<file path="src/rtl/instruction_fetch_if.sv">
// instruction_fetch_if: memory-side and consumer-side signals of the fetch unit.
interface instruction_fetch_if;
  logic imem_req, imem_ack, instr_valid, instr_ready, branch_taken, halt;
  logic [7:0] imem_addr, imem_rdata, instruction, instr_pc, branch_target;
  modport master (
    output imem_req, imem_addr, instruction, instr_pc, instr_valid,
    input imem_ack, imem_rdata, instr_ready, branch_taken, branch_target, halt
  );
  modport slave (
    input imem_req, imem_addr, instruction, instr_pc, instr_valid,
    output imem_ack, imem_rdata, instr_ready, branch_taken, branch_target, halt
  );
endinterface

</file>
<file path="src/rtl/instruction_fetch.sv">
// instruction_fetch: PC sequencer feeding a 2-entry instruction buffer, with branch redirect and halt.
module instruction_fetch #(
  parameter logic [7:0] RESET_PC = 8'h00
) (
  input logic clk,
  input logic reset,
  instruction_fetch_if.master bus
);
  typedef enum logic [1:0] {IDLE, REQ, DRAIN} state_t;
  state_t state;
  logic [7:0] pc, drain_addr;
  logic [15:0] fifo [2];
  logic rd, wr, push, pop;
  logic [1:0] count, count_nxt;
  assign pop = count != 2'd0 && bus.instr_ready && !bus.branch_taken;
  assign push = state == REQ && bus.imem_ack && !bus.branch_taken;
  assign count_nxt = count + {1'b0, push} - {1'b0, pop};
  assign bus.imem_req = state != IDLE;
  // DRAIN keeps presenting the abandoned address while pc already holds the redirect target
  assign bus.imem_addr = state == DRAIN ? drain_addr : pc;
  assign bus.instr_valid = count != 2'd0;
  assign {bus.instruction, bus.instr_pc} = fifo[rd];
  always_ff @(posedge clk or negedge reset)
    if (!reset) begin
      state <= IDLE;
      pc <= RESET_PC;
      drain_addr <= '0;
      count <= '0;
      rd <= 1'b0;
      wr <= 1'b0;
      fifo[0] <= '0;
      fifo[1] <= '0;
    end else begin
      count <= bus.branch_taken ? 2'd0 : count_nxt;
      rd <= rd ^ pop;
      wr <= bus.branch_taken ? rd : wr ^ push;
      if (push) fifo[wr] <= {bus.imem_rdata, pc};
      pc <= bus.branch_taken ? bus.branch_target : push ? pc + 8'd1 : pc;
      case (state)
        IDLE: if (count < 2'd2 && !bus.halt && !bus.branch_taken) state <= REQ;
        REQ:
          if (bus.imem_ack) state <= push && count_nxt < 2'd2 && !bus.halt ? REQ : IDLE;
          else if (bus.branch_taken) begin
            state <= DRAIN;
            drain_addr <= pc;
          end
        DRAIN: if (bus.imem_ack) state <= IDLE;
        default: state <= IDLE;
      endcase
    end
endmodule
</file>
<file path="src/flat_wrapper.sv">
// flat-port wrapper written by rule: the top's interface ports become plain ports
module instruction_fetch_flat 
#(
  parameter logic [7:0] RESET_PC = 8'h00
)
  (clk, reset, bus_imem_req, bus_imem_addr, bus_instruction, bus_instr_pc, bus_instr_valid, bus_imem_ack, bus_imem_rdata, bus_instr_ready, bus_branch_taken, bus_branch_target, bus_halt);
  instruction_fetch_if bus_i ();
  input logic clk;
  input logic reset;
  output wire logic [$bits(bus_i.imem_req)-1:0] bus_imem_req;
  output wire logic [$bits(bus_i.imem_addr)-1:0] bus_imem_addr;
  output wire logic [$bits(bus_i.instruction)-1:0] bus_instruction;
  output wire logic [$bits(bus_i.instr_pc)-1:0] bus_instr_pc;
  output wire logic [$bits(bus_i.instr_valid)-1:0] bus_instr_valid;
  input wire logic [$bits(bus_i.imem_ack)-1:0] bus_imem_ack;
  input wire logic [$bits(bus_i.imem_rdata)-1:0] bus_imem_rdata;
  input wire logic [$bits(bus_i.instr_ready)-1:0] bus_instr_ready;
  input wire logic [$bits(bus_i.branch_taken)-1:0] bus_branch_taken;
  input wire logic [$bits(bus_i.branch_target)-1:0] bus_branch_target;
  input wire logic [$bits(bus_i.halt)-1:0] bus_halt;
  assign bus_imem_req = bus_i.imem_req;
  assign bus_imem_addr = bus_i.imem_addr;
  assign bus_instruction = bus_i.instruction;
  assign bus_instr_pc = bus_i.instr_pc;
  assign bus_instr_valid = bus_i.instr_valid;
  assign bus_i.imem_ack = bus_imem_ack;
  assign bus_i.imem_rdata = bus_imem_rdata;
  assign bus_i.instr_ready = bus_instr_ready;
  assign bus_i.branch_taken = bus_branch_taken;
  assign bus_i.branch_target = bus_branch_target;
  assign bus_i.halt = bus_halt;
  instruction_fetch #(.RESET_PC(RESET_PC)) u_core (.clk(clk), .reset(reset), .bus(bus_i));
endmodule
</file>
<file path="config.mk">
export PLATFORM = sky130hd
export DESIGN_NAME = instruction_fetch_flat
export DESIGN_NICKNAME = d
export VERILOG_FILES = /design/src/rtl/instruction_fetch_if.sv /design/src/rtl/instruction_fetch.sv /design/src/flat_wrapper.sv
export SDC_FILE = /design/constraint.sdc
export NUM_CORES = 1
export LEC_CHECK = 0
export ABC_AREA = 1
export CORE_UTILIZATION = 45
export DETAILED_ROUTE_END_ITERATION = 8
export GPL_TIMING_DRIVEN = 0
export HOLD_SLACK_MARGIN = 0.08
export PLACE_DENSITY = 0.83
export SYNTH_ARGS = -nofsm -noshare
export SYNTH_HDL_FRONTEND = slang
export SYNTH_SLANG_ARGS = --single-unit
</file>
<file path="constraint.sdc">
create_clock -name clk -period 1.62 [get_ports clk]
set_input_delay 0.243 -clock clk [delete_from_list [all_inputs] [get_ports clk]]
set_output_delay 0.243 -clock clk [all_outputs]
set_load 0.02 [all_outputs]
</file>
Word level (Yosys, flattened, before mapping)
Index checks and enable logic that the tools add are counted.
{ "op_classes": {"n_addsub": 3, "order_cmp": 5, "eq_ne": 5, "muxes": 17, "bitwise_logic": 5, "reduce_logical": 17} }
{ "op_table": {"columns": ["op", "n"], "rows": [
  ["$mux W16", 4],
  ["$bwmux W32", 1],
  ["$mux W8", 3],
  ["$demux W16 S1", 1],
  ["$mux W2", 5],
  ["$logic_and A1 B1 Y1", 9],
  ["$add A8 B1 Y8 const B", 1],
  ["$pmux W2 S3", 1],
  ["$reduce_and A3 Y1", 2],
  ["$reduce_bool A2 Y1", 3],
  ["$ge A2 B2 Y1 const B", 2],
  ["$lt A2 B2 Y1 const B", 2],
  ["$not A1 Y2", 2],
  ["$ne A3 B3 Y1 const B", 1],
  ["$add A2 B1 Y2", 1],
  ["$eq A2 B1 Y1 const B", 1],
  ["$eq A2 B2 Y1 const B", 1],
  ["$logic_not A1 Y1", 2],
  ["$logic_not A2 Y1", 1],
  ["$lt A2 B1 Y1 const B", 1],
  ["$mux W1", 2],
  ["$ne A2 B1 Y1 const B", 1],
  ["$ne A2 B2 Y1 const B", 1],
  ["$sub A2 B1 Y2", 1],
  ["2 further kinds", 3]
]} }
{ "word_totals": {"register_bits": 54, "input_bits": 22, "output_inout_bits": 26, "word_cells": 60} }

Logic depth before layout (Yosys ltp)
{ "depth": {"word_depth": 11, "depth_mapped": 12, "depth_no_buf": 12} }

Worst setup path after synthesis
Ideal clock, no wire load.
{ "synth_timing": {"path_kind": "reg-to-reg", "start": "reg u_core.state[1]", "end": "reg u_core.fifo[19] (netlist bit)", "setup_ps": 135, "arrival_ps": 1483, "t_required_ps": 1485, "slack_ps": 1, "stages_incl_launch_ff": 8, "path_buffers": 2, "synth_period_minus_slack_ps": 1619, "cell_sequence": "dfrtp_1 nor2_4 nand3_4 inv_2 buf_4 ha_1 clkbuf_1 o21ai_0"} }
{ "synth_between": {"elab_chain_len": 3} }
{ "synth_lines": {"columns": ["element", "line_no", "text"], "rows": [
  ["start: declaration", "instruction_fetch.sv:10", "state_t state;"],
  ["start signal: assignment", "instruction_fetch.sv:42", "if (bus.imem_ack) state <= push && count_nxt < 2'd2 && !bus.halt ? REQ : IDLE;"],
  ["$eq A2 B1 Y1", "instruction_fetch.sv:16", "assign push = state == REQ && bus.imem_ack && !bus.branch_taken;"],
  ["$logic_and A1 B1 Y1 (2 in a row)", "instruction_fetch.sv:16", null],
  ["end signal: indexed assignment", "instruction_fetch.sv:37", "if (push) fifo[wr] <= {bus.imem_rdata, pc};"],
  ["end: declaration", "instruction_fetch.sv:12", "logic [15:0] fifo [2];"]
]} }
Every way passes these cells.
A chain may end at the register's enable or synchronous reset.

Worst setup path after layout
{ "layout_timing": {"start": "reg u_core.state[1]", "end": "out bus_imem_addr[1]"} }
{ "layout_between": {"elab_chain_len": 2} }
{ "layout_lines": {"columns": ["element", "line_no", "text"], "rows": [
  ["$eq A2 B2 Y1", "instruction_fetch.sv:20", "assign bus.imem_addr = state == DRAIN ? drain_addr : pc;"],
  ["$mux W8", "instruction_fetch.sv:20", null],
  ["end: declaration", "flat_wrapper.sv:11", "output wire logic [$bits(bus_i.imem_addr)-1:0] bus_imem_addr;"]
]} }
Every way passes these cells.

==> impl_metrics.json <==
{
  "yosysWarnings": 0,
  "root_buffer": "clkbuf_8",
  "fin_hold_ws_ns": 0.476,
  "grt_use_total_pct": 22.9,
  "fillCellCount": 445,
  "wl_met3_microns": 443,
  "irDropWorstVdd_uv": 939,
  "violations": "setup timing",
  "routabilityCongestion": 0.828,
  "hold_viol_final": 0,
  "yosysTopAreaCell": "dfrtp_1",
  "worstReg2RegStart": "u_core.state[0]",
  "n_antenna_cell": 0,
  "yosysSeqAreaShare_pct": 51.7,
  "required_ns": 1.38,
  "synth_edf_count": 0,
  "setup_viol": 19,
  "status": "complete, but fails checks",
  "rows": 27,
  "crit_end": "bus_imem_addr[1]",
  "critPathMaxStageDelay_ns": 0.47,
  "netlist_area_sq_mm": 0.00261,
  "synth_top_family_by_area": "simple AND/OR/NAND/NOR gates",
  "die_height_microns": 78.2,
  "drc": 0,
  "max_slew_margin_pct": 59.0,
  "synth-compound-area-share_pct": 14.6,
  "dp_hpwl_microns": 4260,
  "netlist.area_leader.share_pct": 51.7,
  "synthAdderAreaFrac_pct": 1.44,
  "synth.most_common_cell": "nand2_1",
  "async_flop_share_pct": 100,
  "post-route-min-period_ns": 1.70,
  "p_leak_nw": 1.71,
  "synth_ff_type": "dfrtp_1",
  "max-cap-violations": 0,
  "fin_ws_ns": -0.0832,
  "timing.final.max_slew_violations": 0,
  "critPathMostFrequentCell": "buf_4",
  "placed_area_sq_mm": 0.00319,
  "post_drt_wl_per_cell_microns": 14.7,
  "fmax_mhz": 587,
  "end_kind": "output port",
  "via_per_inst": 5.32,
  "via_count": 2443,
  "finClkSkew_ns": 0.00485,
  "synth_mux_area_share_pct": 0,
  "wl_met2_microns": 3300,
  "fp.coreArea_sq_mm": 0.00554,
  "start_util_pct": 47.2,
  "synth-xor-area-share_pct": 2.01,
  "grt_start_max_net_pins": 31,
  "cts_made_buffers": 5,
  "io_pins": 48,
  "worstMarginPinSlew_ns": 0.615,
  "cts_tree": "yes",
  "htree_num_levels": 2,
  "fin_cells": 459,
  "reg2reg_to": "u_core.state[0]",
  "dieArea_sq_mm": 0.00612,
  "cts_sinks": 54,
  "synth_cells": 318,
  "cp_max_fo": 7,
  "grt_setup_unrepaired": "yes",
  "yosys_register_bits": 54,
  "rrSetupSlack_ns": -0.08,
  "hold_class": "in -> async",
  "dp.cells": 438,
  "syn_nets": 343,
  "dr.pass1.iters": 4,
  "drt_iter0_markers": 178,
  "ys_types": 28,
  "arrival_ns": 1.46,
  "drt-total-wl_microns": 6730,
  "path_clk_slew_ns": 0.09,
  "path_cells": "buf_4 > nand2_8 > buf_4 > nor2_2 > a21oi_2 > buf_4",
  "critPathKind": "reg -> out",
  "ff2ff_path_depth": 12,
  "slowest_stage": "dfrtp_2",
  "port_buffers": 47,
  "top_layer": "met4",
  "syn2layout_area_growth_pct": 34.6,
  "fp.dieW_microns": 78.2,
  "final_area_sq_mm": 0.00352,
  "critPathLaunch": "u_core.state[1]",
  "drt.antenna.violating_nets": 0,
  "pre_cts_slack_ns": -0.634,
  "nets": 411,
  "worstSetupStartpointType": "register",
  "synth_common_cells": "86 x nand2_1, 54 x dfrtp_1, 42 x o21ai_0",
  "synth_area_leaders": "dfrtp_1 52%, nand2_1 12%, o21ai_0 8.0%, inv_1 4.7%, nor2_1 3.4%",
  "avgSynthCellArea_sq_um": 8.22,
  "grt_pass1_vias": 2292,
  "clockBufferDepth": 2,
  "wl_met1_microns": 2860,
  "grt.overflow.total": 0,
  "fin_crit_sh_pct": 105,
  "antenna_found_initial": 0,
  "synth-simple-area-share_pct": 22.1,
  "grt_first_pass_wirelength_microns": 10800,
  "clk_latency_ns": 0.31,
  "drive_gt1_share_pct": 27.4,
  "p_per_area_mw_per_mm2": 1700
}
[critical path: cells and delay by family, from the launching register on]
family / cells / cell delay (ns)
flip-flops: 1 / 0.47
buffers and inverters: 3 / 0.46
AND/OR/NAND/NOR: 2 / 0.11
AO/OA/AOI/OAI: 1 / 0.11
[how the worst min path moves through the flow]
stage | slack (ns) | endpoint | from
2_1_floorplan | -0.05 | u_core.count[0] | reset
3_3_place_gp | 0.45 | u_core.fifo[12] | u_core.fifo[12]
3_5_place_dp | 0.27 | u_core.fifo[26] | reset
4_1_cts | 0.46 | u_core.state[1] | bus_imem_ack
5_1_grt | 0.50 | u_core.fifo[26] | reset
6_report | 0.48 | u_core.fifo[8] | reset
[flip-flops by register name (all words and copies together), names as in the netlist]
| register | flops |
|---|---|
| u_core.fifo | 32 |
| u_core.drain_addr | 8 |
| u_core.wr | 1 |
| u_core.rd | 1 |
| u_core.pc | 8 |
| u_core.count | 2 |
| u_core.state | 2 |
[repair_timing]
item	in CTS	in global routing
gates cloned	1	0
endpoints found under the setup margin	44	36
setup buffers	8	4
pin swaps	4	3
resized for setup	174	32
endpoints found under the hold margin	24	0
hold buffers	1	0
[cell usage in the layout, fill, tap and decap left out, types with 5 or more instances in the layout]
cell	instances
a21oi_2	7
buf_2	14
buf_4	23
buf_6	6
buf_8	5
clkbuf_8	6
clkdlybuf4s50_1	19
dfrtp_1	52
inv_1	31
nand2_1	84
nand3_1	13
nor2_1	17
nor2_2	6
o21ai_0	31
o21ai_1	12
o21ai_2	9
[cell families (layout without fill, tap and decap cells)]
family | after synthesis | in the layout
flops | 54 | 54
simple gates | 137 | 137
fa+ha+maj | 3 | 3
compound gates | 68 | 68
xor+xnor | 6 | 6
buf+inv | 50 | 119
[layout make-up]
| cell class | instances | area (sq um) | area share, % |
|---|---|---|---|
| plain buffers | 14 | 145 | 4.13 |
| well taps | 72 | 90.1 | 2.56 |
| clock inverters | 1 | 5.00 | 0.142 |
| repair buffers | 62 | 523 | 14.9 |
| clock buffers | 7 | 86.3 | 2.45 |
| multi-input cells | 214 | 1180 | 33.5 |
| flip-flops and latches | 54 | 1350 | 38.5 |
| inverters | 35 | 134 | 3.81 |
[routing by layer]
metal  global-route usage, %  up-vias
met5                       0        -
met4                    9.44        0
met3                    4.53       12
met2                    36.8      111
met1                    30.2     1177
li1                        -     1143
[stage by stage]
step / power [mW] / utilization [%] / setup TNS (ns)
floorplan: 3.83 / - / 0
global placement: 4.92 / 57.3 / -90.91
detailed placement: 5.02 / 57.6 / -20.68
CTS: 5.79 / 61.9 / -0.339
global route: 6.42 / 63.5 / -2.21
finish: 5.99 / 63.5 / -0.680
[where the power goes]
group	internal [mW]	switching (mW)	total, mW
Combinational	1.19	1.80	2.98
Clock	0.346	0.427	0.773
Sequential	1.91	0.326	2.24
No activity file was read; power rests on OpenSTA's default activity.
